[config.mk]
export PLATFORM = sky130hd
export DESIGN_NAME = axi_mst_rd_ctrl_flat
export DESIGN_NICKNAME = d
export VERILOG_FILES = /design/src/rtl/axi_mst_rd_ctrl_if.sv /design/src/rtl/axi_mst_rd_ctrl.sv /design/src/flat_wrapper.sv
export SDC_FILE = /design/constraint.sdc
export NUM_CORES = 1
export LEC_CHECK = 0
export BUFFER_PORTS_ARGS = -buffer_cell sky130_fd_sc_hd__buf_4
export CORE_MARGIN = 5
export CORE_UTILIZATION = 30
export CTS_CLUSTER_DIAMETER = 40
export CTS_CLUSTER_SIZE = 16
export DETAILED_ROUTE_END_ITERATION = 10
export SETUP_SLACK_MARGIN = 0.5
export SLEW_MARGIN = 10
export SYNTH_ARGS = -nofsm -noshare
export SYNTH_HDL_FRONTEND = slang
export SYNTH_SLANG_ARGS = --single-unit
[constraint.sdc]
create_clock -name clk -period 3.1 [get_ports clk]
set_input_delay 0.62 -clock clk [delete_from_list [all_inputs] [get_ports clk]]
set_output_delay 0.62 -clock clk [all_outputs]
set_load 0.03 [all_outputs]
[src/rtl/axi_mst_rd_ctrl_if.sv]
// ============================================================================
// axi_mst_rd_ctrl_if : user request/result, status and AXI AR/R signal bundle
// Revision: 1.0
// ============================================================================
`default_nettype none

`ifndef AXI_ADDR_WIDTH
`define AXI_ADDR_WIDTH 32
`endif
`ifndef AXI_LEN_WIDTH
`define AXI_LEN_WIDTH 8
`endif
`ifndef AXI_SIZE_WIDTH
`define AXI_SIZE_WIDTH 3
`endif
`ifndef AXI_BURST_WIDTH
`define AXI_BURST_WIDTH 2
`endif
`ifndef AXI_ID_WIDTH
`define AXI_ID_WIDTH 4
`endif
`ifndef AXI_DATA_WIDTH
`define AXI_DATA_WIDTH 32
`endif
`ifndef AXI_RESP_WIDTH
`define AXI_RESP_WIDTH 2
`endif
`ifndef AXI_LOCK_WIDTH
`define AXI_LOCK_WIDTH 1
`endif
`ifndef AXI_CACHE_WIDTH
`define AXI_CACHE_WIDTH 4
`endif
`ifndef AXI_PROT_WIDTH
`define AXI_PROT_WIDTH 3
`endif
`ifndef AXI_QOS_WIDTH
`define AXI_QOS_WIDTH 4
`endif
`ifndef AXI_REGION_WIDTH
`define AXI_REGION_WIDTH 4
`endif

interface axi_mst_rd_ctrl_if #(
  parameter int AXI_RD_OST_NUM = 8
);
  localparam int CNT_W = $clog2(AXI_RD_OST_NUM) + 1;

  logic                          rd_req_valid;
  logic                          rd_req_ready;
  logic [`AXI_ADDR_WIDTH-1:0]    rd_req_addr;
  logic [`AXI_LEN_WIDTH-1:0]     rd_req_len;
  logic [`AXI_SIZE_WIDTH-1:0]    rd_req_size;
  logic [`AXI_BURST_WIDTH-1:0]   rd_req_burst;

  logic                          rd_result_valid;
  logic                          rd_result_ready;
  logic [`AXI_ID_WIDTH-1:0]      rd_result_id;
  logic [`AXI_DATA_WIDTH-1:0]    rd_result_data;
  logic [`AXI_RESP_WIDTH-1:0]    rd_result_resp;
  logic                          rd_result_last;

  logic [CNT_W-1:0]              rd_ost_cnt;
  logic                          rd_err;

  logic                          axi_mst_arvalid;
  logic                          axi_mst_arready;
  logic [`AXI_ID_WIDTH-1:0]      axi_mst_arid;
  logic [`AXI_ADDR_WIDTH-1:0]    axi_mst_araddr;
  logic [`AXI_LEN_WIDTH-1:0]     axi_mst_arlen;
  logic [`AXI_SIZE_WIDTH-1:0]    axi_mst_arsize;
  logic [`AXI_BURST_WIDTH-1:0]   axi_mst_arburst;
  logic [`AXI_LOCK_WIDTH-1:0]    axi_mst_arlock;
  logic [`AXI_CACHE_WIDTH-1:0]   axi_mst_arcache;
  logic [`AXI_PROT_WIDTH-1:0]    axi_mst_arprot;
  logic [`AXI_QOS_WIDTH-1:0]     axi_mst_arqos;
  logic [`AXI_REGION_WIDTH-1:0]  axi_mst_arregion;

  logic                          axi_mst_rvalid;
  logic                          axi_mst_rready;
  logic [`AXI_ID_WIDTH-1:0]      axi_mst_rid;
  logic [`AXI_DATA_WIDTH-1:0]    axi_mst_rdata;
  logic [`AXI_RESP_WIDTH-1:0]    axi_mst_rresp;
  logic                          axi_mst_rlast;

  modport master (
    input  rd_req_valid, rd_req_addr, rd_req_len, rd_req_size, rd_req_burst,
    output rd_req_ready,
    output rd_result_valid, rd_result_id, rd_result_data, rd_result_resp, rd_result_last,
    input  rd_result_ready,
    output rd_ost_cnt, rd_err,
    output axi_mst_arvalid, axi_mst_arid, axi_mst_araddr, axi_mst_arlen, axi_mst_arsize,
    output axi_mst_arburst, axi_mst_arlock, axi_mst_arcache, axi_mst_arprot, axi_mst_arqos,
    output axi_mst_arregion,
    input  axi_mst_arready,
    input  axi_mst_rvalid, axi_mst_rid, axi_mst_rdata, axi_mst_rresp, axi_mst_rlast,
    output axi_mst_rready
  );

  modport slave (
    output rd_req_valid, rd_req_addr, rd_req_len, rd_req_size, rd_req_burst,
    input  rd_req_ready,
    input  rd_result_valid, rd_result_id, rd_result_data, rd_result_resp, rd_result_last,
    output rd_result_ready,
    input  rd_ost_cnt, rd_err,
    input  axi_mst_arvalid, axi_mst_arid, axi_mst_araddr, axi_mst_arlen, axi_mst_arsize,
    input  axi_mst_arburst, axi_mst_arlock, axi_mst_arcache, axi_mst_arprot, axi_mst_arqos,
    input  axi_mst_arregion,
    output axi_mst_arready,
    output axi_mst_rvalid, axi_mst_rid, axi_mst_rdata, axi_mst_rresp, axi_mst_rlast,
    input  axi_mst_rready
  );
endinterface

`default_nettype wire

[src/rtl/axi_mst_rd_ctrl.sv]
// ============================================================================
// axi_mst_rd_ctrl : AXI read master, slot-tracked outstanding bursts
// Revision: 1.0
// ============================================================================
`default_nettype none

module axi_mst_rd_ctrl #(
  parameter int AXI_RD_OST_NUM = 8
) (
  input  logic              clk,
  input  logic              rst,
  axi_mst_rd_ctrl_if.master bus
);
  localparam int OST   = AXI_RD_OST_NUM;
  localparam int IDX_W = (OST > 1) ? $clog2(OST) : 1;
  localparam int CNT_W = $clog2(OST) + 1;
  localparam int ID_W  = `AXI_ID_WIDTH;
  localparam int LEN_W = `AXI_LEN_WIDTH;
  localparam int BC_W  = LEN_W + 1;

  logic [OST-1:0]               busy_q, busy_d;
  logic [LEN_W-1:0]             len_q [OST];
  logic [LEN_W-1:0]             len_d [OST];
  logic [BC_W-1:0]              cnt_q [OST];
  logic [BC_W-1:0]              cnt_d [OST];
  logic [CNT_W-1:0]             ost_q, ost_d;
  logic                         err_q, err_d;

  logic                         arvalid_q, arvalid_d;
  logic [ID_W-1:0]              arid_q, arid_d;
  logic [`AXI_ADDR_WIDTH-1:0]   araddr_q, araddr_d;
  logic [LEN_W-1:0]             arlen_q, arlen_d;
  logic [`AXI_SIZE_WIDTH-1:0]   arsize_q, arsize_d;
  logic [`AXI_BURST_WIDTH-1:0]  arburst_q, arburst_d;

  logic                         res_valid_q, res_valid_d;
  logic [ID_W-1:0]              res_id_q, res_id_d;
  logic [`AXI_DATA_WIDTH-1:0]   res_data_q, res_data_d;
  logic [`AXI_RESP_WIDTH-1:0]   res_resp_q, res_resp_d;
  logic                         res_last_q, res_last_d;

  logic [IDX_W-1:0]             free_idx;
  logic                         any_free;
  logic                         req_ready;
  logic                         req_acc;
  logic                         rready;
  logic                         r_hs;
  logic                         rid_ok;
  logic [IDX_W-1:0]             rslot;
  logic                         slot_free;

  // Lowest-index free slot, taken from registered busy bits only.
  always_comb begin
    free_idx = '0;
    any_free = 1'b0;
    for (int i = OST - 1; i >= 0; i--) begin
      if (!busy_q[i]) begin
        free_idx = IDX_W'(i);
        any_free = 1'b1;
      end
    end
  end

  assign req_ready = (~arvalid_q | bus.axi_mst_arready) & any_free;
  assign req_acc   = bus.rd_req_valid & req_ready;
  assign rready    = ~res_valid_q | bus.rd_result_ready;
  assign r_hs      = bus.axi_mst_rvalid & rready;
  assign rid_ok    = 32'(bus.axi_mst_rid) < 32'(OST);
  assign rslot     = bus.axi_mst_rid[IDX_W-1:0];
  assign slot_free = r_hs & bus.axi_mst_rlast & rid_ok & busy_q[rslot];

  always_comb begin
    busy_d      = busy_q;
    len_d       = len_q;
    cnt_d       = cnt_q;
    err_d       = err_q;
    arvalid_d   = arvalid_q;
    arid_d      = arid_q;
    araddr_d    = araddr_q;
    arlen_d     = arlen_q;
    arsize_d    = arsize_q;
    arburst_d   = arburst_q;
    res_valid_d = res_valid_q;
    res_id_d    = res_id_q;
    res_data_d  = res_data_q;
    res_resp_d  = res_resp_q;
    res_last_d  = res_last_q;

    if (bus.axi_mst_arready) begin
      arvalid_d = 1'b0;
    end
    if (req_acc) begin
      busy_d[free_idx] = 1'b1;
      len_d[free_idx]  = bus.rd_req_len;
      cnt_d[free_idx]  = '0;
      arvalid_d        = 1'b1;
      arid_d           = ID_W'(free_idx);
      araddr_d         = bus.rd_req_addr;
      arlen_d          = bus.rd_req_len;
      arsize_d         = bus.rd_req_size;
      arburst_d        = bus.rd_req_burst;
    end

    // A freed slot is always busy here, so it never collides with free_idx.
    if (r_hs) begin
      res_valid_d = 1'b1;
      res_id_d    = bus.axi_mst_rid;
      res_data_d  = bus.axi_mst_rdata;
      res_resp_d  = bus.axi_mst_rresp;
      res_last_d  = bus.axi_mst_rlast;
      if (!rid_ok || !busy_q[rslot]) begin
        err_d = 1'b1;
      end else begin
        if (bus.axi_mst_rlast != (cnt_q[rslot] == {1'b0, len_q[rslot]})) begin
          err_d = 1'b1;
        end
        cnt_d[rslot] = cnt_q[rslot] + BC_W'(1);
        if (bus.axi_mst_rlast) begin
          busy_d[rslot] = 1'b0;
        end
      end
    end else if (bus.rd_result_ready) begin
      res_valid_d = 1'b0;
    end

    ost_d = ost_q + CNT_W'(req_acc) - CNT_W'(slot_free);
  end

  always_ff @(posedge clk) begin
    if (rst) begin
      busy_q      <= '0;
      for (int i = 0; i < OST; i++) begin
        len_q[i] <= '0;
        cnt_q[i] <= '0;
      end
      ost_q       <= '0;
      err_q       <= 1'b0;
      arvalid_q   <= 1'b0;
      arid_q      <= '0;
      araddr_q    <= '0;
      arlen_q     <= '0;
      arsize_q    <= '0;
      arburst_q   <= '0;
      res_valid_q <= 1'b0;
      res_id_q    <= '0;
      res_data_q  <= '0;
      res_resp_q  <= '0;
      res_last_q  <= 1'b0;
    end else begin
      busy_q      <= busy_d;
      len_q       <= len_d;
      cnt_q       <= cnt_d;
      ost_q       <= ost_d;
      err_q       <= err_d;
      arvalid_q   <= arvalid_d;
      arid_q      <= arid_d;
      araddr_q    <= araddr_d;
      arlen_q     <= arlen_d;
      arsize_q    <= arsize_d;
      arburst_q   <= arburst_d;
      res_valid_q <= res_valid_d;
      res_id_q    <= res_id_d;
      res_data_q  <= res_data_d;
      res_resp_q  <= res_resp_d;
      res_last_q  <= res_last_d;
    end
  end

  assign bus.rd_req_ready     = req_ready;
  assign bus.axi_mst_rready   = rready;
  assign bus.rd_ost_cnt       = ost_q;
  assign bus.rd_err           = err_q;
  assign bus.axi_mst_arvalid  = arvalid_q;
  assign bus.axi_mst_arid     = arid_q;
  assign bus.axi_mst_araddr   = araddr_q;
  assign bus.axi_mst_arlen    = arlen_q;
  assign bus.axi_mst_arsize   = arsize_q;
  assign bus.axi_mst_arburst  = arburst_q;
  assign bus.axi_mst_arlock   = '0;
  assign bus.axi_mst_arcache  = '0;
  assign bus.axi_mst_arprot   = '0;
  assign bus.axi_mst_arqos    = '0;
  assign bus.axi_mst_arregion = '0;
  assign bus.rd_result_valid  = res_valid_q;
  assign bus.rd_result_id     = res_id_q;
  assign bus.rd_result_data   = res_data_q;
  assign bus.rd_result_resp   = res_resp_q;
  assign bus.rd_result_last   = res_last_q;

endmodule

`default_nettype wire

[src/flat_wrapper.sv]
// flat-port wrapper written by rule: the top's interface ports become plain ports
module axi_mst_rd_ctrl_flat 
#(
  parameter int AXI_RD_OST_NUM = 8
)
  (clk, rst, bus_rd_req_valid, bus_rd_req_addr, bus_rd_req_len, bus_rd_req_size, bus_rd_req_burst, bus_rd_req_ready, bus_rd_result_valid, bus_rd_result_id, bus_rd_result_data, bus_rd_result_resp, bus_rd_result_last, bus_rd_result_ready, bus_rd_ost_cnt, bus_rd_err, bus_axi_mst_arvalid, bus_axi_mst_arid, bus_axi_mst_araddr, bus_axi_mst_arlen, bus_axi_mst_arsize, bus_axi_mst_arburst, bus_axi_mst_arlock, bus_axi_mst_arcache, bus_axi_mst_arprot, bus_axi_mst_arqos, bus_axi_mst_arregion, bus_axi_mst_arready, bus_axi_mst_rvalid, bus_axi_mst_rid, bus_axi_mst_rdata, bus_axi_mst_rresp, bus_axi_mst_rlast, bus_axi_mst_rready);
  axi_mst_rd_ctrl_if #(.AXI_RD_OST_NUM(AXI_RD_OST_NUM)) bus_i ();
  input  logic clk;
  input  logic rst;
  input wire logic [$bits(bus_i.rd_req_valid)-1:0] bus_rd_req_valid;
  input wire logic [$bits(bus_i.rd_req_addr)-1:0] bus_rd_req_addr;
  input wire logic [$bits(bus_i.rd_req_len)-1:0] bus_rd_req_len;
  input wire logic [$bits(bus_i.rd_req_size)-1:0] bus_rd_req_size;
  input wire logic [$bits(bus_i.rd_req_burst)-1:0] bus_rd_req_burst;
  output wire logic [$bits(bus_i.rd_req_ready)-1:0] bus_rd_req_ready;
  output wire logic [$bits(bus_i.rd_result_valid)-1:0] bus_rd_result_valid;
  output wire logic [$bits(bus_i.rd_result_id)-1:0] bus_rd_result_id;
  output wire logic [$bits(bus_i.rd_result_data)-1:0] bus_rd_result_data;
  output wire logic [$bits(bus_i.rd_result_resp)-1:0] bus_rd_result_resp;
  output wire logic [$bits(bus_i.rd_result_last)-1:0] bus_rd_result_last;
  input wire logic [$bits(bus_i.rd_result_ready)-1:0] bus_rd_result_ready;
  output wire logic [$bits(bus_i.rd_ost_cnt)-1:0] bus_rd_ost_cnt;
  output wire logic [$bits(bus_i.rd_err)-1:0] bus_rd_err;
  output wire logic [$bits(bus_i.axi_mst_arvalid)-1:0] bus_axi_mst_arvalid;
  output wire logic [$bits(bus_i.axi_mst_arid)-1:0] bus_axi_mst_arid;
  output wire logic [$bits(bus_i.axi_mst_araddr)-1:0] bus_axi_mst_araddr;
  output wire logic [$bits(bus_i.axi_mst_arlen)-1:0] bus_axi_mst_arlen;
  output wire logic [$bits(bus_i.axi_mst_arsize)-1:0] bus_axi_mst_arsize;
  output wire logic [$bits(bus_i.axi_mst_arburst)-1:0] bus_axi_mst_arburst;
  output wire logic [$bits(bus_i.axi_mst_arlock)-1:0] bus_axi_mst_arlock;
  output wire logic [$bits(bus_i.axi_mst_arcache)-1:0] bus_axi_mst_arcache;
  output wire logic [$bits(bus_i.axi_mst_arprot)-1:0] bus_axi_mst_arprot;
  output wire logic [$bits(bus_i.axi_mst_arqos)-1:0] bus_axi_mst_arqos;
  output wire logic [$bits(bus_i.axi_mst_arregion)-1:0] bus_axi_mst_arregion;
  input wire logic [$bits(bus_i.axi_mst_arready)-1:0] bus_axi_mst_arready;
  input wire logic [$bits(bus_i.axi_mst_rvalid)-1:0] bus_axi_mst_rvalid;
  input wire logic [$bits(bus_i.axi_mst_rid)-1:0] bus_axi_mst_rid;
  input wire logic [$bits(bus_i.axi_mst_rdata)-1:0] bus_axi_mst_rdata;
  input wire logic [$bits(bus_i.axi_mst_rresp)-1:0] bus_axi_mst_rresp;
  input wire logic [$bits(bus_i.axi_mst_rlast)-1:0] bus_axi_mst_rlast;
  output wire logic [$bits(bus_i.axi_mst_rready)-1:0] bus_axi_mst_rready;
  assign bus_i.rd_req_valid = bus_rd_req_valid;
  assign bus_i.rd_req_addr = bus_rd_req_addr;
  assign bus_i.rd_req_len = bus_rd_req_len;
  assign bus_i.rd_req_size = bus_rd_req_size;
  assign bus_i.rd_req_burst = bus_rd_req_burst;
  assign bus_rd_req_ready = bus_i.rd_req_ready;
  assign bus_rd_result_valid = bus_i.rd_result_valid;
  assign bus_rd_result_id = bus_i.rd_result_id;
  assign bus_rd_result_data = bus_i.rd_result_data;
  assign bus_rd_result_resp = bus_i.rd_result_resp;
  assign bus_rd_result_last = bus_i.rd_result_last;
  assign bus_i.rd_result_ready = bus_rd_result_ready;
  assign bus_rd_ost_cnt = bus_i.rd_ost_cnt;
  assign bus_rd_err = bus_i.rd_err;
  assign bus_axi_mst_arvalid = bus_i.axi_mst_arvalid;
  assign bus_axi_mst_arid = bus_i.axi_mst_arid;
  assign bus_axi_mst_araddr = bus_i.axi_mst_araddr;
  assign bus_axi_mst_arlen = bus_i.axi_mst_arlen;
  assign bus_axi_mst_arsize = bus_i.axi_mst_arsize;
  assign bus_axi_mst_arburst = bus_i.axi_mst_arburst;
  assign bus_axi_mst_arlock = bus_i.axi_mst_arlock;
  assign bus_axi_mst_arcache = bus_i.axi_mst_arcache;
  assign bus_axi_mst_arprot = bus_i.axi_mst_arprot;
  assign bus_axi_mst_arqos = bus_i.axi_mst_arqos;
  assign bus_axi_mst_arregion = bus_i.axi_mst_arregion;
  assign bus_i.axi_mst_arready = bus_axi_mst_arready;
  assign bus_i.axi_mst_rvalid = bus_axi_mst_rvalid;
  assign bus_i.axi_mst_rid = bus_axi_mst_rid;
  assign bus_i.axi_mst_rdata = bus_axi_mst_rdata;
  assign bus_i.axi_mst_rresp = bus_axi_mst_rresp;
  assign bus_i.axi_mst_rlast = bus_axi_mst_rlast;
  assign bus_axi_mst_rready = bus_i.axi_mst_rready;
  axi_mst_rd_ctrl #(.AXI_RD_OST_NUM(AXI_RD_OST_NUM)) u_core (.clk(clk), .rst(rst), .bus(bus_i));
endmodule
* Word level (Yosys, flattened, before mapping)
Index checks and enable logic that the tools add are counted.
Word-level totals: input port bits 90, bits in registers 238, output and inout bits 113
Operators by class: equality and inequality tests 2, add/subtract/negate cells 3, reductions and logical operators 11, order comparisons 9, bitwise gates (word level) 17, multiplexer cells 49
Operator list (number):
- $mux 72 | 3
- $and 72x72->72 | 1
- $bwmux 72 | 1
- $not 72->72 | 1
- $bwmux 64 | 1
- $mux 8 | 7
- $demux 9 s3 | 2
- $mux 9 | 4
- $bmux 9 s3 | 1
- $bmux 8 s3 | 1
- $demux 8 s3 | 1
- $mux 3 | 8
- $mux 1 | 17
- $add 9x1->9 const B | 1
- $eq 9x8->1 | 1
- $and 8x8->8 | 1
- $ge 4x4->1 const B | 2
- $lt 3x4->1 const B | 2
- $lt 4x1->1 const B | 2
- $not 3->4 | 2
- $not 8->8 | 1
- $or 8x8->8 | 1
- $and 1x1->1 | 6
- $demux 1 s3 | 2
- 13 further kinds | 22

* Depth between registers and ports, before layout
Gate-level depths: netlist of the first run.
depth in word-level cells 19, depth in mapped cells 13

* Least setup slack after synthesis of the first run
Ideal clock, no wire load.
kind input -> register, from input port bus_axi_mst_rid[2], to register u_core.ost_q[2], in the netlist u_core.bus.rd_ost_cnt[2], setup time 0.128 ns, path slack -0.094 ns, data arrival time 3.067 ns, stages 13, cell sequence buf_4 buf_4 nor2_1 mux4_2 nor4_4 and2_1 ha_1 inv_1 ha_1 inv_1 fa_1 xor2_1 nor2_1
Between the ends: cells in the longest elaborated chain, start to end 4, elaborated cells between the ends (all ways) 6, classes of those cells add/sub: 1; order compare: 1; mux: 2; bitwise: 2
RTL lines:
- start, declared | RTL line flat_wrapper.sv:37 | input wire logic [$bits(bus_i.axi_mst_rid)-1:0] bus_axi_mst_rid;
- $lt 4x4->1 or $bmux 1 s3 (tied branches) | RTL line axi_mst_rd_ctrl.sv:68, axi_mst_rd_ctrl.sv:70
- $and 1x1->1 or $mux 1 (tied branches) | RTL line axi_mst_rd_ctrl.sv:70 | assign slot_free = r_hs & bus.axi_mst_rlast & rid_ok & busy_q[rslot];
- $and 1x1->1 * | RTL line axi_mst_rd_ctrl.sv:70
- $sub 4x1->4 * | RTL line axi_mst_rd_ctrl.sv:126 | ost_d = ost_q + CNT_W'(req_acc) - CNT_W'(slot_free);
- end signal, assigned | RTL line axi_mst_rd_ctrl.sv:153 | ost_q <= ost_d;
- end, declared | RTL line axi_mst_rd_ctrl.sv:26 | logic [CNT_W-1:0] ost_q, ost_d;
Every way passes the cells marked *; elsewhere a longest branch is shown, timed or not. The select of a mux whose other input is x is not followed. A chain may end at the register's enable or synchronous reset.

* Worst setup path after layout of the first run
from register u_core.busy_q[2], to register u_core.ost_q[1], in the netlist u_core.bus.rd_ost_cnt[1]
Between the ends: cells in the longest elaborated chain, start to end 7, elaborated cells between the ends (all ways) 10, classes of those cells add/sub: 2; mux: 5; bitwise: 3
RTL lines:
- start, declared | RTL line axi_mst_rd_ctrl.sv:21 | logic [OST-1:0] busy_q, busy_d;
- start signal, assigned | RTL line axi_mst_rd_ctrl.sv:150 | busy_q <= busy_d;
- $mux 1 (3 in series) | RTL line axi_mst_rd_ctrl.sv:57 | if (!busy_q[i]) begin
- $and 1x1->1 | RTL line axi_mst_rd_ctrl.sv:64 | assign req_ready = (~arvalid_q | bus.axi_mst_arready) & any_free;
- $and 1x1->1 | RTL line axi_mst_rd_ctrl.sv:65 | assign req_acc = bus.rd_req_valid & req_ready;
- $add 4x1->4 | RTL line axi_mst_rd_ctrl.sv:126
- $sub 4x1->4 * | RTL line axi_mst_rd_ctrl.sv:126
Marks and branches as above.

==> reports/results.ini, run 1 <==
[run_status]
status=completed

[layout]
drive_gt1_share_pct=25.89
areaGrowthSynthToFinish_pct=32.84
fin_nets=1584
design_area_um2=14010
diodes=0
nFillCells=3450
regArea_um2=4772
multi_input_area_um2=5333

[route]
wire_per_inst_um=18.57
vias=10040
ant_nets=0
drt-initial-drc-count=779
route.detailed.drc=0
drt_pass1_iterations=5
viasPerCell=5.099
routed_wl_mm=36.56

[clock_tree]
cts_max_level=2
tritoncts=done
cts_buffers=37
clk_latency_ns=0.52
clk_path_buf_depth=3
clock_sinks=238
clk_pin_slew_ns=0.06
clockRootBuffer=clkbuf_16

[yosys]
yosys_most_used_dff=dfxtp_1
ys_seq_area_share_pct=45.18
netlist.area_leader.share_pct=45.18
synth_edf_count=0
yosysWarnings=0
ys_top_cells_by_area=dfxtp_1 (45%), nand2_1 (12%), a21oi_1 (8.9%), mux2i_1 (4.0%), mux4_2 (3.4%)
yosys.area.top_type=dfxtp_1
syn_area_um2=10550
synthArstFlopShare_pct=0
ys_seq_elements=238
netlist-cell-type-count=65
syn_inst=1286
syn_avg_cell_area_um2=8.201

[timing]
finalMaxSlewViolations=0
period_share_pct=82.94
rsz0062_at_grt=true
period_minus_slack_ns=2.571
skew_ns=0.02379
fmax_mhz=388.9
hold_viol_final=0
worst_pin_slew_ns=1.088
setup_viol=0
relSlewSlack_pct=27.47

[grt]
grt_max_degree=216
grtUsageMet2_pct=29.20
grt_pass1_vias=9873
antenna_found_initial=0
overflow=0
met3_usage_pct=6.191
grt_pass1_wl_mm=56.05
busiest_layer=met2
grt_use_total_pct=17.88
use_met1_pct=22.42

[setup_path]
critPathLaunchType=register
cp.required_ns=3.47
cp_data_arrival_time_ns=2.94
worst_setup_path_end_kind=register
worstSetupStartpoint=u_core.busy_q[2]
crit_fanout=2
r2r_setup_slack_ns=0.53
path_class=register to register
reg2reg_from=u_core.busy_q[2]
r2r_cells=10

[placement]
dp_hpwl_mm=24.61
gp_congestion=0.8667
placed_cell_area_um2=12650
port_buffers=185

[die]
die_w_um=197.5
io_pins=203
core_area_um2=34630
die_height_um=197.5
die_area_um2=39000
start_util_pct=30.46
num_rows=68

[min_path]
min_from=bus_rd_req_addr[11]
min_path_cells=3
hold_class=input port to register

[run]
cap_violations=0

[power]
fin_total_pwr_mw=8.231
peakVddDrop_v=0.0004152
power_leakage_nw=5.532
powerDensity_nw_per_um2=587.5

-- flip-flops by register name, summed over array words and instances, names as in the netlist --
| name | flops |
|---|---|
| u_core.bus.rd_err | 1 |
| u_core.bus.rd_result_data | 32 |
| u_core.bus.axi_mst_arlen | 8 |
| u_core.bus.axi_mst_arvalid | 1 |
| u_core.bus.rd_ost_cnt | 4 |
| u_core.bus.rd_result_last | 1 |
| u_core.busy_q | 8 |
| u_core.bus.axi_mst_araddr | 32 |
| u_core.bus.rd_result_id | 4 |
| u_core.cnt_q | 72 |
| u_core.bus.axi_mst_arid | 3 |
| u_core.bus.axi_mst_arsize | 3 |
| u_core.bus.rd_result_resp | 2 |
| u_core.bus.rd_result_valid | 1 |
| u_core.bus.axi_mst_arburst | 2 |
| u_core.len_q | 64 |
-- logic make-up (layout without fill, tap and decap cells) --
kind of cell | Yosys count | after routing | share of synthesized area [%]
other | 1 | 17 | 0.03556
AND/OR/NAND/NOR | 534 | 534 | 21.97
multiplexers | 64 | 64 | 8.328
AO/OA/AOI/OAI | 274 | 274 | 14.79
adder cells (fa/ha/maj) | 6 | 6 | 0.7830
flip-flops | 238 | 238 | 45.18
buffers and inverters | 135 | 347 | 6.086
XOR/XNOR | 34 | 34 | 2.824
-- path summary, 6_finish.rpt --
| path | to |
|---|---|
| hold reg to reg | u_core.bus.axi_mst_araddr[0] |
| hold / removal | u_core.bus.axi_mst_araddr[11] |
| setup reg to reg | u_core.bus.rd_ost_cnt[1] |
| setup / recovery | u_core.bus.rd_ost_cnt[1] |
-- final cells by class --
cell class | count | share of cell area (%)
well taps | 455 | 4.064
inverters | 17 | 0.4555
multi-input cells | 929 | 38.06
repair buffers | 265 | 14.70
clock buffers | 42 | 7.100
flip-flops and latches | 238 | 34.06
clock inverters | 23 | 1.554
-- where the power goes --
part / switching (mW) / total, mW / internal [mW]
Sequential: 0.0569 / 3.22 / 3.16
Combinational: 0.617 / 0.983 / 0.367
Clock: 1.53 / 4.03 / 2.50
Total: 2.21 / 8.23 / 6.02
-- synth_stat cells (8+ instances only) --
library cell,instances
clkbuf_1,64
xnor2_1,19
mux2i_1,42
o21ai_0,21
nor3_1,9
dfxtp_1,238
buf_1,13
nand2b_1,10
buf_4,22
and3_1,8
mux4_2,16
a31oi_1,24
buf_2,15
inv_1,15
nand2_1,350
xor2_1,15
a21oi_1,187
nor2_1,63
nand3_1,34
nand4_1,24
-- critical path, stage by stage, from the launching register on --
cell	delay, ns
dfxtp_4	0.34
mux2i_1	0.08
mux4_2	0.52
nor4_4	0.31
and2_4	0.22
ha_4	0.20
inv_2	0.06
ha_4	0.12
inv_2	0.03
fa_2	0.51
nor2_1	0.04
-- repair_timing --
action	in CTS	in global routing
buffers inserted	1	3
endpoints found under the hold margin	0	0
setup endpoints to repair	3	31
resized for setup	5	17
pin swaps	2	8
hold buffers	0	0
cloned	0	1
-- per-layer routing --
layer | routed length [um] | share of wire (%)
met1 | 14990 | 41
met2 | 16790 | 46
met3 | 3854 | 11
met4 | 930 | 2.5
met5 | 0 | 0
-- through the flow --
| stage | instances | setup WS (ns) | hold slack (ns) | TNS [ns] | util, % |
|---|---|---|---|---|---|
| final | 1969 | 0.5290 | 0.3454 | 0 | 40.46 |
| after global routing | 1969 | 0.4279 | 0.3428 | 0 | 40.46 |
| after CTS | 1965 | 0.5022 | 0.3342 | 0 | 40.08 |
| after detailed placement | 1899 | -0.06890 | 0.4470 | -0.1609 | 36.52 |
| after global placement | 1899 | 0.001655 | 0.4402 | 0 | 36.52 |
| after floorplan | 1302 | -0.01244 | 0.4331 | -0.01674 | - |
-- cell usage in the layout (no fill, tap or decap), types with 4 or more instances in the layout --
cell type and instances:
a21oi_1 186, a22oi_1 7, a31oi_1 24, and2_1 4, and3_1 8, buf_4 259, clkbuf_16 38, clkbuf_8 5
clkinv_2 5, clkinvlp_4 8, conb_1 17, dfxtp_1 234, ha_4 4, inv_1 11, inv_2 4, inv_6 5
mux2_2 4, mux2i_1 37, mux2i_2 5, mux4_2 16, nand2_1 349, nand2b_1 10, nand3_1 33, nand4_1 24
nor2_1 63, nor2b_1 6, nor3_1 9, o211ai_1 4, o21ai_0 20, o32ai_1 4, or3_1 5, xnor2_1 18
xor2_1 14
Note: power is estimated with default switching activity, not from simulation.
==> run 2: changes to the inputs <==
- clock period: 3.1 -> 2.16 ns (I/O delays scaled with it)
==> run 2 against run 1 <==
  * The run now ends with setup timing left
  * Non-clock buffer count is 126 higher
  * Critical path depth is the same
  * Clock skew rose by 0.0091 ns
  * Flip-flop and latch count stayed put
  * Count of clock-buffer cells in the layout up 2
  * Fmax up 0.42%
  * Core utilization up 9.0 points
  * Global-route usage is 1.8 points higher
  * Clock power is 58% higher
  * Total power up 56%
  * Setup slack lost 0.93 ns
  * Register-to-register slack worse by 0.93 ns
  * Critical endpoint unchanged
==> reports/results.ini, run 2 (same netlist as run 1, synthesis figures left out) <==
[layout]
final_common_cell=buf_4  ; was nand2_1
final_cell_mix=buf_4 (284), nand2_1 (277), dfxtp_1 (214)  ; was nand2_1 (349), buf_4 (259), dfxtp_1 (234)
diodes=0  ; unchanged
drive_gt1_share_pct=45.18  ; was 25.89%
fin_nets=1710  ; was 1584
largest_register=u_core.cnt_q  ; unchanged
largest_register_ffs=72  ; unchanged
top_regs=u_core.cnt_q: 72 flops, u_core.len_q: 64 flops  ; unchanged
instances_no_fill=2095  ; was 1969
areaGrowthSynthToFinish_pct=62.29  ; was 32.84%

[placement]
dp_cells=1956  ; was 1899
port_buffers=185  ; unchanged
gp_congestion=0.8861  ; was 0.8667
dp_hpwl_mm=26.85  ; was 24.61 mm

[die]
start_util_pct=30.46  ; unchanged
num_rows=68  ; unchanged
core_area_um2=34630  ; unchanged
io_pins=203  ; unchanged
die_area_um2=39000  ; unchanged
die_height_um=197.5  ; unchanged
die_w_um=197.5  ; unchanged

[timing]
rsz0062_at_grt=true  ; unchanged
fin_hold_ws_ns=0.1435  ; was 0.3454 ns
relSlewSlack_pct=49.71  ; was 27.47%
fmax_mhz=390.6  ; was 388.9 MHz
hold_viol_final=0  ; unchanged
setup_viol=31  ; was 0
period_share_pct=118.5  ; was 82.94%
worst_pin_slew_ns=0.7536  ; was 1.088 ns
timing.final.ws_setup_ns=-0.4003  ; was 0.5290 ns
skew_ns=0.03294  ; was 0.02379 ns
finalMaxSlewViolations=0  ; unchanged
period_minus_slack_ns=2.560  ; was 2.571 ns

[grt]
overflow=0  ; unchanged
grt_pass1_wl_mm=60.83  ; was 56.05 mm
grt_pass1_vias=10820  ; was 9873
grt_use_total_pct=19.69  ; was 17.88%
antenna_found_initial=0  ; unchanged
grt_max_degree=101  ; was 216

[setup_path]
critPathCapture=u_core.bus.rd_ost_cnt[1]  ; unchanged
r2r_end=u_core.bus.rd_ost_cnt[1]  ; unchanged
max_stage_delay_ns=0.52  ; about the same
cpLargestDelayFamily=adder cells  ; unchanged
cp_num_cells=10  ; unchanged
reg2reg_from=u_core.busy_q[5]  ; was u_core.busy_q[2]
cp_data_arrival_time_ns=2.95  ; was 2.94 ns
critPathLaunchType=register  ; unchanged
worst_setup_path_end_kind=register  ; unchanged
worstSetupStartpoint=u_core.busy_q[5]  ; was u_core.busy_q[2]
r2r_setup_slack_ns=-0.40  ; was 0.53 ns
path_buf_inv=2  ; unchanged
cp_cell_sequence=mux2i_1 -> mux4_2 -> nor4_4 -> and2_4 -> ha_4 -> inv_2 -> ha_4 -> inv_2 -> fa_2 -> nor2_1  ; unchanged
r2r_cells=10  ; unchanged
cpMaxStageDelayCell=mux4_2  ; unchanged
crit_fanout=2  ; unchanged
path_class=register to register  ; unchanged
cp.required_ns=2.55  ; was 3.47 ns

[route]
wire_per_inst_um=20.82  ; was 18.57 um
route.detailed.drc=0  ; unchanged
drt_pass1_iterations=5  ; unchanged
routed_wl_mm=43.61  ; was 36.56 mm
ant_nets=0  ; unchanged
vias=11000  ; was 10040
drt-initial-drc-count=770  ; was 779
viasPerCell=5.251  ; was 5.099

[power]
switching_power_mw=3.453  ; was 2.208 mW
comb_power_share_pct=14.1  ; was 11.9%
sw_frac_of_total_pct=26.98  ; was 26.82%
powerDensity_nw_per_um2=747.8  ; was 587.5 nW/um^2
clkPwrFrac_pct=49.8  ; was 49.0%
seq_power_share_pct=36.1  ; was 39.1%
peakVddDrop_v=0.0006361  ; was 0.0004152 V
power_leakage_nw=6.921  ; was 5.532 nW
p_int_mw=9.346  ; was 6.023 mW

[clock_tree]
tritoncts=done  ; unchanged
cts_buffers=37  ; unchanged
clk_pin_slew_ns=0.06  ; about the same
clock_sinks=238  ; unchanged
clk_latency_ns=0.53  ; was 0.52 ns
clockRootBuffer=clkbuf_16  ; unchanged
clk_path_buf_depth=3  ; unchanged
cts_max_level=2  ; unchanged
holdBufCountCts=0  ; unchanged

[min_path]
hold_class=input port to register  ; unchanged

[run_status]
violations=setup timing
status=finished with violations  ; was completed

[run]
cap_violations=0  ; unchanged

-- run 2: cell types whose count changed in the layout (fill, tap and decap cells not counted), moves of 17 or more --
| cell | change |
|---|---|
| nand2_1 | -72 |
| buf_4 | +25 |
| nand2_4 | +29 |
| nand3_1 | -17 |
| nand2_2 | +43 |
| buf_6 | +57 |
| nor2_1 | -19 |
| buf_12 | +26 |
| dfxtp_1 | -20 |
| a21oi_1 | -33 |
| a21oi_2 | +31 |
| dfxtp_2 | +20 |
-- run 2: worst min-delay path by stage --
stage                        startpoint                             to  slack, ns  cells past startpoint
floorplan              u_core.len_q[19]               u_core.len_q[19]       0.43                      2
global placement       u_core.len_q[59]               u_core.len_q[59]       0.44                      2
detailed placement     u_core.len_q[29]               u_core.len_q[29]       0.45                      2
CTS                 bus_rd_req_addr[20]  u_core.bus.axi_mst_araddr[20]       0.13                      3
global route        bus_rd_req_addr[25]  u_core.bus.axi_mst_araddr[25]       0.13                      3
finish              bus_rd_req_addr[26]  u_core.bus.axi_mst_araddr[26]       0.14                      3
-- run 2: cell type report --
cell class	count	area [um^2]
timing repair buffer	391	3772
multi-input combinational	929	6570
clock inverter	21	334.1
clock buffer	44	992.2
tap	455	569.3
inverter	17	80.08
sequential	238	4797
fill	3092	17510
-- run 2: power by group through the flow --
stage,Combinational [mW],Clock [mW],Sequential (mW)
after floorplan,0.657,0,4.92
after global placement,1.46,0,4.71
after detailed placement,1.47,0,4.71
after CTS,1.63,6.43,4.62
after global routing,1.90,6.66,4.64
final,1.80,6.38,4.62
-- run 2: metal layers --
metal,global-route usage (%),up-vias,wire length (um)
li1,-,5041,-
met2,32.89,516,21030
met1,23.88,5310,16780
met5,0,-,0
met3,6.601,134,3998
met4,6.682,0,1800
-- run 2: timing repair --
action	CTS	global route
setup endpoints to repair	175	168
cloned	4	11
buffers inserted	37	22
pin swaps	41	80
gates resized for setup	181	244
-- run 2: through the flow --
step	total power, mW	instance area [um^2]	setup TNS [ns]	setup WS, ns	util [%]
floorplan	5.579	10970	-12.60	-0.7611	-
global placement	6.168	13380	-37.36	-0.7489	38.64
detailed placement	6.182	13380	-45.88	-0.8217	38.64
CTS	12.68	15800	-0.9988	-0.3696	45.63
global route	13.20	17120	-6.636	-0.4962	49.43
finish	12.80	17120	-2.267	-0.4003	49.43
-- run 2: worst register-to-register path: stages (launching register included) --
cell and delay (ns):
dfxtp_2 0.35, mux2i_1 0.08, mux4_2 0.52, nor4_4 0.31, and2_4 0.22, ha_4 0.20, inv_2 0.06, ha_4 0.12
inv_2 0.04, fa_2 0.51, nor2_1 0.04
